## src/rtl/vga_timing_pkg.sv

```systemverilog
// Shared types and default 1024x768@70Hz timing for the VGA sync generator.
package vga_timing_pkg;

    typedef enum logic [1:0] {
        PH_ACTIVE,
        PH_FRONT,
        PH_SYNC,
        PH_BACK
    } phase_e;

    typedef enum logic {
        WAIT_ALIGN,
        RUN
    } top_state_e;

    localparam int unsigned DEF_COUNTER_SIZE = 11;
    localparam int unsigned DEF_H_ACTIVE     = 1024;
    localparam int unsigned DEF_H_FRONT      = 24;
    localparam int unsigned DEF_H_SYNC       = 136;
    localparam int unsigned DEF_H_TOTAL      = 1328;
    localparam int unsigned DEF_V_ACTIVE     = 768;
    localparam int unsigned DEF_V_FRONT      = 3;
    localparam int unsigned DEF_V_SYNC       = 6;
    localparam int unsigned DEF_V_TOTAL      = 806;

    // Upstream counter's threshold flag fires at this h_count value.
    localparam int unsigned UPSTREAM_THRESHOLD = 1072;

endpackage

```

## src/rtl/axis_phase_tracker.sv

```systemverilog
// Classifies one timing axis count into ACTIVE/FRONT/SYNC/BACK and registers the phase.
module axis_phase_tracker
    import vga_timing_pkg::*;
#(
    parameter int unsigned W = 11,
    parameter int unsigned A = 1024,
    parameter int unsigned F = 24,
    parameter int unsigned S = 136,
    parameter int unsigned T = 1328
) (
    input  logic         clk,
    input  logic         rst,
    input  logic         enable,
    input  logic [W-1:0] count,
    output phase_e       phase_c,
    output logic         in_sync
);

    localparam logic [W-1:0] B_FRONT = W'(A);
    localparam logic [W-1:0] B_SYNC  = W'(A + F);
    localparam logic [W-1:0] B_BACK  = W'(A + F + S);
    localparam logic [W-1:0] B_END   = W'(T);

    phase_e phase_d;
    phase_e phase_q;

    // Out-of-range counts fall into BACK so they read as blanking without sync.
    always_comb begin
        phase_c = PH_BACK;
        if (count >= B_END) begin
            phase_c = PH_BACK;
        end else if (count < B_FRONT) begin
            phase_c = PH_ACTIVE;
        end else if (count < B_SYNC) begin
            phase_c = PH_FRONT;
        end else if (count < B_BACK) begin
            phase_c = PH_SYNC;
        end
    end

    always_comb begin
        phase_d = PH_ACTIVE;
        if (enable) begin
            phase_d = phase_c;
        end
    end

    always_ff @(posedge clk or posedge rst) begin
        if (rst) begin
            phase_q <= PH_ACTIVE;
        end else begin
            phase_q <= phase_d;
        end
    end

    assign in_sync = (phase_q == PH_SYNC);

endmodule

```

## src/rtl/vga_sync_generator.sv

```systemverilog
// Aligns to a free-running horizontal counter and produces registered VGA sync, video and strobe outputs.
module vga_sync_generator
    import vga_timing_pkg::*;
#(
    parameter int unsigned COUNTER_SIZE    = DEF_COUNTER_SIZE,
    parameter int unsigned H_ACTIVE        = DEF_H_ACTIVE,
    parameter int unsigned H_FRONT         = DEF_H_FRONT,
    parameter int unsigned H_SYNC          = DEF_H_SYNC,
    parameter int unsigned H_TOTAL         = DEF_H_TOTAL,
    parameter int unsigned V_ACTIVE        = DEF_V_ACTIVE,
    parameter int unsigned V_FRONT         = DEF_V_FRONT,
    parameter int unsigned V_SYNC          = DEF_V_SYNC,
    parameter int unsigned V_TOTAL         = DEF_V_TOTAL,
    parameter int unsigned SYNC_ACTIVE_LOW = 1
) (
    input  logic                    control_clock,
    input  logic                    reset,
    input  logic [COUNTER_SIZE-1:0] h_count,
    input  logic                    h_zero,
    input  logic                    h_threshold,
    output logic                    hsync,
    output logic                    vsync,
    output logic                    video_on,
    output logic [COUNTER_SIZE-1:0] pixel_x,
    output logic [COUNTER_SIZE-1:0] pixel_y,
    output logic                    line_start,
    output logic                    frame_start,
    output logic                    locked,
    output logic                    range_error
);

    localparam logic [COUNTER_SIZE-1:0] H_LAST   = COUNTER_SIZE'(H_TOTAL - 1);
    localparam logic [COUNTER_SIZE-1:0] H_END    = COUNTER_SIZE'(H_TOTAL);
    localparam logic [COUNTER_SIZE-1:0] V_LAST   = COUNTER_SIZE'(V_TOTAL - 1);
    localparam logic [COUNTER_SIZE-1:0] H_THRESH = COUNTER_SIZE'(UPSTREAM_THRESHOLD);
    localparam logic                    SYNC_INV = 1'(SYNC_ACTIVE_LOW != 0);

    top_state_e              state_d, state_q;
    logic [COUNTER_SIZE-1:0] v_count_d, v_count_q;
    logic [COUNTER_SIZE-1:0] pixel_x_d, pixel_x_q;
    logic [COUNTER_SIZE-1:0] pixel_y_d, pixel_y_q;
    logic                    video_on_d, video_on_q;
    logic                    line_start_d, line_start_q;
    logic                    frame_start_d, frame_start_q;
    logic                    locked_d, locked_q;
    logic                    range_error_d, range_error_q;

    logic   run_c;
    logic   h_zero_c;
    phase_e h_phase_c, v_phase_c;
    logic   h_in_sync, v_in_sync;

    // The aligning cycle itself is already described as line 0, pixel 0.
    assign run_c    = (state_q == RUN) || h_zero;
    assign h_zero_c = (h_count == '0);

    axis_phase_tracker #(
        .W (COUNTER_SIZE),
        .A (H_ACTIVE),
        .F (H_FRONT),
        .S (H_SYNC),
        .T (H_TOTAL)
    ) u_h_phase (
        .clk     (control_clock),
        .rst     (reset),
        .enable  (run_c),
        .count   (h_count),
        .phase_c (h_phase_c),
        .in_sync (h_in_sync)
    );

    axis_phase_tracker #(
        .W (COUNTER_SIZE),
        .A (V_ACTIVE),
        .F (V_FRONT),
        .S (V_SYNC),
        .T (V_TOTAL)
    ) u_v_phase (
        .clk     (control_clock),
        .rst     (reset),
        .enable  (run_c),
        .count   (v_count_q),
        .phase_c (v_phase_c),
        .in_sync (v_in_sync)
    );

    always_comb begin
        state_d       = state_q;
        v_count_d     = v_count_q;
        range_error_d = range_error_q;
        unique case (state_q)
            WAIT_ALIGN: begin
                if (h_zero) begin
                    state_d   = RUN;
                    v_count_d = '0;
                end
            end
            RUN: begin
                if (h_count == H_LAST) begin
                    v_count_d = (v_count_q == V_LAST) ? '0 : v_count_q + COUNTER_SIZE'(1);
                end
                if ((h_count >= H_END) || (h_zero && !h_zero_c) ||
                    (h_threshold != (h_count == H_THRESH))) begin
                    range_error_d = 1'b1;
                end
            end
            default: state_d = WAIT_ALIGN;
        endcase
    end

    always_comb begin
        video_on_d    = run_c && (h_phase_c == PH_ACTIVE) && (v_phase_c == PH_ACTIVE);
        pixel_x_d     = video_on_d ? h_count : '0;
        pixel_y_d     = video_on_d ? v_count_q : '0;
        line_start_d  = run_c && h_zero_c;
        frame_start_d = line_start_d && (v_count_q == '0);
        locked_d      = (state_d == RUN);
    end

    always_ff @(posedge control_clock or posedge reset) begin
        if (reset) begin
            state_q       <= WAIT_ALIGN;
            v_count_q     <= '0;
            pixel_x_q     <= '0;
            pixel_y_q     <= '0;
            video_on_q    <= 1'b0;
            line_start_q  <= 1'b0;
            frame_start_q <= 1'b0;
            locked_q      <= 1'b0;
            range_error_q <= 1'b0;
        end else begin
            state_q       <= state_d;
            v_count_q     <= v_count_d;
            pixel_x_q     <= pixel_x_d;
            pixel_y_q     <= pixel_y_d;
            video_on_q    <= video_on_d;
            line_start_q  <= line_start_d;
            frame_start_q <= frame_start_d;
            locked_q      <= locked_d;
            range_error_q <= range_error_d;
        end
    end

    assign hsync       = h_in_sync ^ SYNC_INV;
    assign vsync       = v_in_sync ^ SYNC_INV;
    assign video_on    = video_on_q;
    assign pixel_x     = pixel_x_q;
    assign pixel_y     = pixel_y_q;
    assign line_start  = line_start_q;
    assign frame_start = frame_start_q;
    assign locked      = locked_q;
    assign range_error = range_error_q;

endmodule

```

## config.mk

```make
export PLATFORM = sky130hd
export DESIGN_NAME = vga_sync_generator
export DESIGN_NICKNAME = d
export VERILOG_FILES = /design/src/rtl/vga_timing_pkg.sv /design/src/rtl/axis_phase_tracker.sv /design/src/rtl/vga_sync_generator.sv
export SDC_FILE = /design/constraint.sdc
export NUM_CORES = 1
export LEC_CHECK = 0
export ABC_AREA = 1
export CAP_MARGIN = 40
export CELL_PAD_IN_SITES_DETAIL_PLACEMENT = 2
export CELL_PAD_IN_SITES_GLOBAL_PLACEMENT = 2
export CORE_MARGIN = 2
export CORE_UTILIZATION = 29
export DETAILED_ROUTE_END_ITERATION = 10
export GPL_ROUTABILITY_DRIVEN = 0
export GPL_TIMING_DRIVEN = 0
export PLACE_DENSITY_LB_ADDON = 0.1
export SLEW_MARGIN = 40
export SYNTH_ARGS = -nofsm -noshare
export SYNTH_HDL_FRONTEND = slang
export SYNTH_HIERARCHICAL = 1
export SYNTH_SLANG_ARGS = --single-unit
```

## constraint.sdc

```tcl
create_clock -name control_clock -period 1.67 [get_ports control_clock]
set_input_delay 0.501 -clock control_clock [delete_from_list [all_inputs] [get_ports control_clock]]
set_output_delay 0.501 -clock control_clock [all_outputs]
set_load 0.02 [all_outputs]
```

==> impl_metrics.json, run 1 <==
{
  "synth.distinct_cells": 24,
  "die_width_um": 90.6,
  "fillers": 878,
  "power_density_mw_per_mm2": 747,
  "synthSimpleGateAreaFrac_pct": 32.9,
  "fin_skew_ns": 0.00498,
  "numCtsBuffers": 5,
  "synth_compound_area_share_pct": 4.14,
  "grt_first_pass_wirelength_um": 10700,
  "vias_per_cell": 4.50,
  "worst_slack_ns": 0.0292,
  "num_vias": 2034,
  "synth_top_area_share_pct": 48.3,
  "globalRouteOverflowTotal": 0,
  "pin_count": 44,
  "tightestPinTransition_ns": 0.540,
  "cts_root_buf": "clkbuf_8",
  "worstPathRequired_ns": 1.86,
  "clk_pin_slew_ns": 0.09,
  "clock_sinks": 42,
  "cpLargestDelayFamily": "simple AND/OR/NAND/NOR gates",
  "seq_area_frac_synth_pct": 48.3,
  "grt_max_degree": 39,
  "slowest_stage": "dfrtp_2",
  "yosys.area.top_type": "dfrtp_1",
  "worstSetupPathType": "flop to flop",
  "dp_hpwl_um": 4840,
  "status": "completed",
  "cp_num_buf_inv": 2,
  "mappedNetlistNets": 306,
  "power_mw": 2.21,
  "wl_um": 6920,
  "h-tree-depth": 2,
  "postPlaceCellArea_sq_mm": 0.00273,
  "holdWs_ns": 0.444,
  "yosysWarnings": 6,
  "preCtsSetupSlack_ns": -0.727,
  "die_height_um": 90.6,
  "grt_pass1_vias": 2060,
  "tns_ns": 0,
  "end_kind": "flop",
  "nets": 370,
  "clkLatencyLatePin_ns": 0.29,
  "grt_usage_pct": 16.5,
  "crit_fanout": 5,
  "yosys.area_share.adder_pct": 1.73,
  "fin_area_sq_mm": 0.00295,
  "setup_violations": 0,
  "clockBufferDepth": 2,
  "port_buffers": 43,
  "synth-xor-area-share_pct": 0.805,
  "synth.area.mux_share_pct": 0,
  "drtIter0Drc": 49,
  "cts_tree": "yes",
  "startpoint_type": "flop",
  "antenna_found_initial": 0,
  "areaGrowthSynthToFinish_pct": 35.7,
  "dieArea_sq_mm": 0.00821,
  "synth_area_leaders": "dfrtp_1, nand2_1, inv_1",
  "placementRows": 31,
  "hold_path_class": "primary input to flop",
  "max_freq_ghz": 0.609,
  "synth_seq_cells": 42,
  "critical-path-max-stage-delay_ns": 0.43,
  "layout-drive-gt1-share_pct": 18.7,
  "post-route-period-util_pct": 98.2,
  "leakage_nw": 1.66,
  "ir_drop_mv": 0.273,
  "avgSynthCellArea_sq_um": 7.55,
  "drt-wirelength-per-cell_um": 15.3,
  "drtAntennaViolNets": 0,
  "min_period_ns": 1.64,
  "drt_pass1_iterations": 4,
  "cp.arrival_ns": 1.83,
  "core_sq_mm": 0.00725,
  "synth_top_family_by_area": "simple AND/OR/NAND/NOR gates",
  "drc": 0,
  "drv_cap": 0,
  "finalHoldViolCount": 0,
  "path_cells": "buf_4, inv_2, ha_2, nand3_1, nand3b_1, nand4_1, o21ai_1",
  "netlist_area_sq_mm": 0.00218,
  "grt_setup_unrepaired": "yes",
  "start_util_pct": 30.0,
  "maxSlewViolCount": 0,
  "synthCells": 288,
  "diodes": 0,
  "maxSlewHeadroom_pct": 64.0
}
[flip-flops by register name, summed over array words and instances (netlist names)]
| name | count |
|---|---|
| pixel_x | 11 |
| pixel_y | 11 |
| v_count_q | 11 |
| u_h_phase/phase_q | 2 |
| u_v_phase/phase_q | 2 |
| frame_start | 1 |
| line_start | 1 |
| locked | 1 |
| range_error | 1 |
| video_on | 1 |
[worst min-delay path: cells and delay by family]
family	cells	cell delay [ns]
AND/OR/NAND/NOR	1	0.04
buffers and inverters	2	0.17
[cell usage in the layout, fill, tap and decap left out, drive strengths merged]
cell / netlist / routed
nand4: 11 / 11
buf: 5 / 19
clkdlybuf4s15: 0 / 2
nand2: 62 / 62
dlygate4sd2: 0 / 32
clkdlybuf4s50: 0 / 3
o21ai: 13 / 13
nand3b: 3 / 3
inv: 59 / 59
xor2: 2 / 2
ha: 3 / 3
nand3: 21 / 21
dfrtp: 42 / 42
nor2: 62 / 62
a21oi: 2 / 2
bufinv: 0 / 1
clkinv: 0 / 2
nor4: 1 / 1
dlymetal6s2s: 0 / 3
nor3: 1 / 1
clkbuf: 1 / 9
[cell families (layout without fill, tap and decap cells)]
kind of cell             count (synthesis)  in the layout
AO/OA/AOI/OAI                           15             15
XOR/XNOR                                 2              2
adder cells (fa/ha/maj)                  3              3
buffers and inverters                   65            130
flip-flops                              42             42
AND/OR/NAND/NOR                        161            161
[power breakdown]
group          internal, mW  switching [mW]  total, mW
Clock                 0.441           0.374      0.815
Combinational         0.122           0.197      0.319
Sequential             1.05          0.0194       1.07
[cells in the mapped netlist, drive strengths merged]
master,n
buf,5
xor2,2
nand3b,3
nand4,11
ha,3
a21oi,2
nor2,62
clkbuf,1
nor4,1
inv,59
o21ai,13
nor3,1
dfrtp,42
nand2,62
nand3,21
[per-stage QoR]
step                      util (%)  std cells
after global routing          40.7        452
after global placement        37.6        430
after detailed placement      37.7        430
final                         40.7        452
after CTS                     39.0        440
after floorplan                  -        288
[path summary, 6_finish.rpt]
kind	startpoint	endpoint	slack, ns	cells past startpoint
min	h_count[3]	pixel_x[3]$_DFF_PP0_	0.44	3
min reg2reg	range_error$_DFFE_PP0P_	range_error$_DFFE_PP0P_	0.50	2
max	v_count_q[1]$_DFFE_PP0P_	v_count_q[3]$_DFFE_PP0P_	0.03	7
max reg2reg	v_count_q[1]$_DFFE_PP0P_	v_count_q[3]$_DFFE_PP0P_	0.03	7
min in group asynchronous	reset	u_h_phase/phase_q[1]$_DFF_PP0_	0.47	2
max in group asynchronous	reset	v_count_q[0]$_DFFE_PP0P_	0.64	2
[timing repair]
action                                  CTS  global route
endpoints found under the setup margin   60            32
setup buffers                             2            12
hold buffers                              0             0
gates cloned                              0             0
resized for setup                        48            25
pin swaps                                 0             3
[area by class of cell]
class	count	area, sq um	area share [%]
Buffer	6	56.3	1.91
Clock buffer	5	68.8	2.33
Clock inverter	3	40.0	1.36
Inverter	59	226	7.67
Multi-Input combinational cell	181	890	30.1
Sequential cell	42	1060	35.9
Tap cell	99	124	4.19
Timing Repair Buffer	57	488	16.5
[per-layer routing]
layer  up-vias  wire, um  global-route usage, %
met5         -         0                      0
met4         0        51                   4.23
met3         4       176                   2.34
met2        31      3550                   27.7
met1      1001      3140                   22.3
li1        998         -                      -
Power figures use the tool's default switching activity.
==> run 2: changes to the inputs <==
- CORE_MARGIN: 2 -> 3
==> run 2 against run 1 <==
  * Largest power group unchanged
  * Clock skew about the same
  * Global-route usage is 0.20 points higher
  * Power increased by 1.2%
  * Combinational power rose by 7.8%
  * Sequential power is essentially flat
  * Cell area up 2.8%
  * Highest routed layer unchanged
  * Register-to-register slack about the same
  * Final cell count is 0.22% lower
  * First-iteration DRC count is 41% higher
  * Count of clock-buffer cells in the layout unchanged
==> impl_metrics.json, run 2 (same netlist as run 1, synthesis figures left out) <==
{
  "worstSetupPathType": "flop to flop",
  "tightestPinTransition_ns": 0.557,
  "end_kind": "flop",
  "start_util_pct": 31.0,
  "areaGrowthSynthToFinish_pct": 39.5,
  "grt_max_degree": 39,
  "drtAntennaViolNets": 0,
  "clock_sinks": 42,
  "routed.top_layer": "met4",
  "antenna_found_initial": 0,
  "power_density_mw_per_mm2": 735,
  "finalHoldViolCount": 0,
  "port_buffers": 43,
  "drc": 0,
  "placementRows": 30,
  "grt_first_pass_wirelength_um": 11200,
  "fin_util_pct": 43.2,
  "h-tree-depth": 2,
  "tns_ns": 0,
  "slowest_stage": "dfrtp_2",
  "dp_hpwl_um": 4920,
  "wl_met3_um": 286,
  "status": "completed",
  "dieArea_sq_mm": 0.00858,
  "die_width_um": 92.6,
  "grt_pass1_vias": 2211,
  "fillers": 852,
  "core_sq_mm": 0.00702,
  "cp.arrival_ns": 1.87,
  "drt-met1-wl_um": 3210,
  "layout-drive-gt1-share_pct": 21.7,
  "numCtsBuffers": 5,
  "worstPathRequired_ns": 1.90,
  "seq_area_sq_mm": 0.00106,
  "clk_pin_slew_ns": 0.09,
  "wl_um": 6880,
  "maxSlewHeadroom_pct": 62.9,
  "holdWs_ns": 0.446,
  "diodes": 0,
  "maxSlewViolCount": 0,
  "instances_no_fill": 451,
  "fin_skew_ns": 0.00535,
  "multi_input_area_sq_um": 928,
  "cpLargestDelayFamily": "buffers and inverters",
  "critical-path-max-stage-delay_ns": 0.45,
  "max_freq_ghz": 0.610,
  "grt_usage_pct": 16.7,
  "layout_common_cells": "nand2_1, inv_1, nor2_1",
  "clockBufferDepth": 2,
  "path_cells": "buf_4, a21oi_2, inv_2, nand2_1, inv_1, nor2_1, nand2_1, nor2_4, inv_4, buf_12, nor2_1",
  "min_period_ns": 1.64,
  "num_vias": 2072,
  "cts_root_buf": "clkbuf_8",
  "clkLatencyLatePin_ns": 0.30,
  "cts_hold_buf": 0,
  "post-route-period-util_pct": 98.2,
  "drt_pass1_iterations": 4,
  "cp_num_buf_inv": 5,
  "leakage_nw": 1.68,
  "vias_per_cell": 4.59,
  "grt_setup_unrepaired": "yes",
  "nets": 372,
  "die_height_um": 92.6,
  "layout_commonest_cell": "nand2_1",
  "drt-wirelength-per-cell_um": 15.3,
  "route.met2.wl_um": 3320,
  "cts_tree": "yes",
  "drtIter0Drc": 69,
  "pin_count": 44,
  "crit_fanout": 10,
  "hold_path_class": "primary input to flop",
  "ir_drop_mv": 0.356,
  "setup_violations": 0,
  "startpoint_type": "flop",
  "drv_cap": 0,
  "dp_cells": 427,
  "globalRouteOverflowTotal": 0
}
-- run 2: cell count changes in the layout (fill, tap and decap cells not counted), sizes merged --
cell and change:
clkdlybuf4s15 +2, dlygate4sd2 -2, buf +1, clkbuf +1
-- run 2: final cells by class --
| class | count | area share [%] |
|---|---|---|
| clock inverters | 3 | 1.32 |
| flip-flops and latches | 42 | 34.9 |
| clock buffers | 5 | 2.27 |
| plain buffers | 6 | 2.14 |
| repair buffers | 59 | 17.3 |
| multi-input cells | 181 | 30.6 |
| well taps | 96 | 3.96 |
| inverters | 59 | 7.54 |
-- run 2: path summary, 6_finish.rpt --
path	from	to	slack, ns	cells past startpoint
max	v_count_q[10]$_DFFE_PP0P_	pixel_y[5]$_DFF_PP0_	0.03	11
min	h_count[3]	pixel_x[3]$_DFF_PP0_	0.45	3
max reg2reg	v_count_q[10]$_DFFE_PP0P_	pixel_y[5]$_DFF_PP0_	0.03	11
min reg2reg	range_error$_DFFE_PP0P_	range_error$_DFFE_PP0P_	0.50	2
max in group asynchronous	reset	v_count_q[1]$_DFFE_PP0P_	0.65	2
min in group asynchronous	reset	u_h_phase/phase_q[1]$_DFF_PP0_	0.48	2
-- run 2: report_power, final --
| group | switching, mW | internal [mW] | leakage, nW | total [mW] |
|---|---|---|---|---|
| registers | 0.0197 | 1.05 | 0.543 | 1.07 |
| clock network | 0.376 | 0.441 | 0.0579 | 0.817 |
| logic | 0.206 | 0.138 | 1.08 | 0.344 |
| total | 0.601 | 1.63 | 1.68 | 2.23 |
-- run 2: metrics by stage --
stage	setup WS (ns)	cell area (sq um)	power [mW]
CTS	-0.0198	2860	2.21
global route	-0.142	3040	2.34
finish	0.0309	3040	2.23
detailed placement	-0.705	2730	1.41
floorplan	0.216	2180	1.26
global placement	-0.738	2730	1.40
-- run 2: metal layers --
| layer | vias up | track usage [%] |
|---|---|---|
| met3 | 6 | 3.33 |
| met1 | 1028 | 21.9 |
| met4 | 0 | 4.03 |
| li1 | 1002 | - |
| met2 | 36 | 28.2 |
| met5 | - | 0 |
-- run 2: worst min-delay path: stages --
cell and delay, ns:
clkbuf_2 0.11, inv_1 0.06, nor2_1 0.04
-- run 2: what timing repair did --
item,4_1_cts,5_1_grt
cloned,0,1
setup endpoints to repair,61,34
buffers inserted,6,9
pin swaps,2,11
resized for setup,50,40
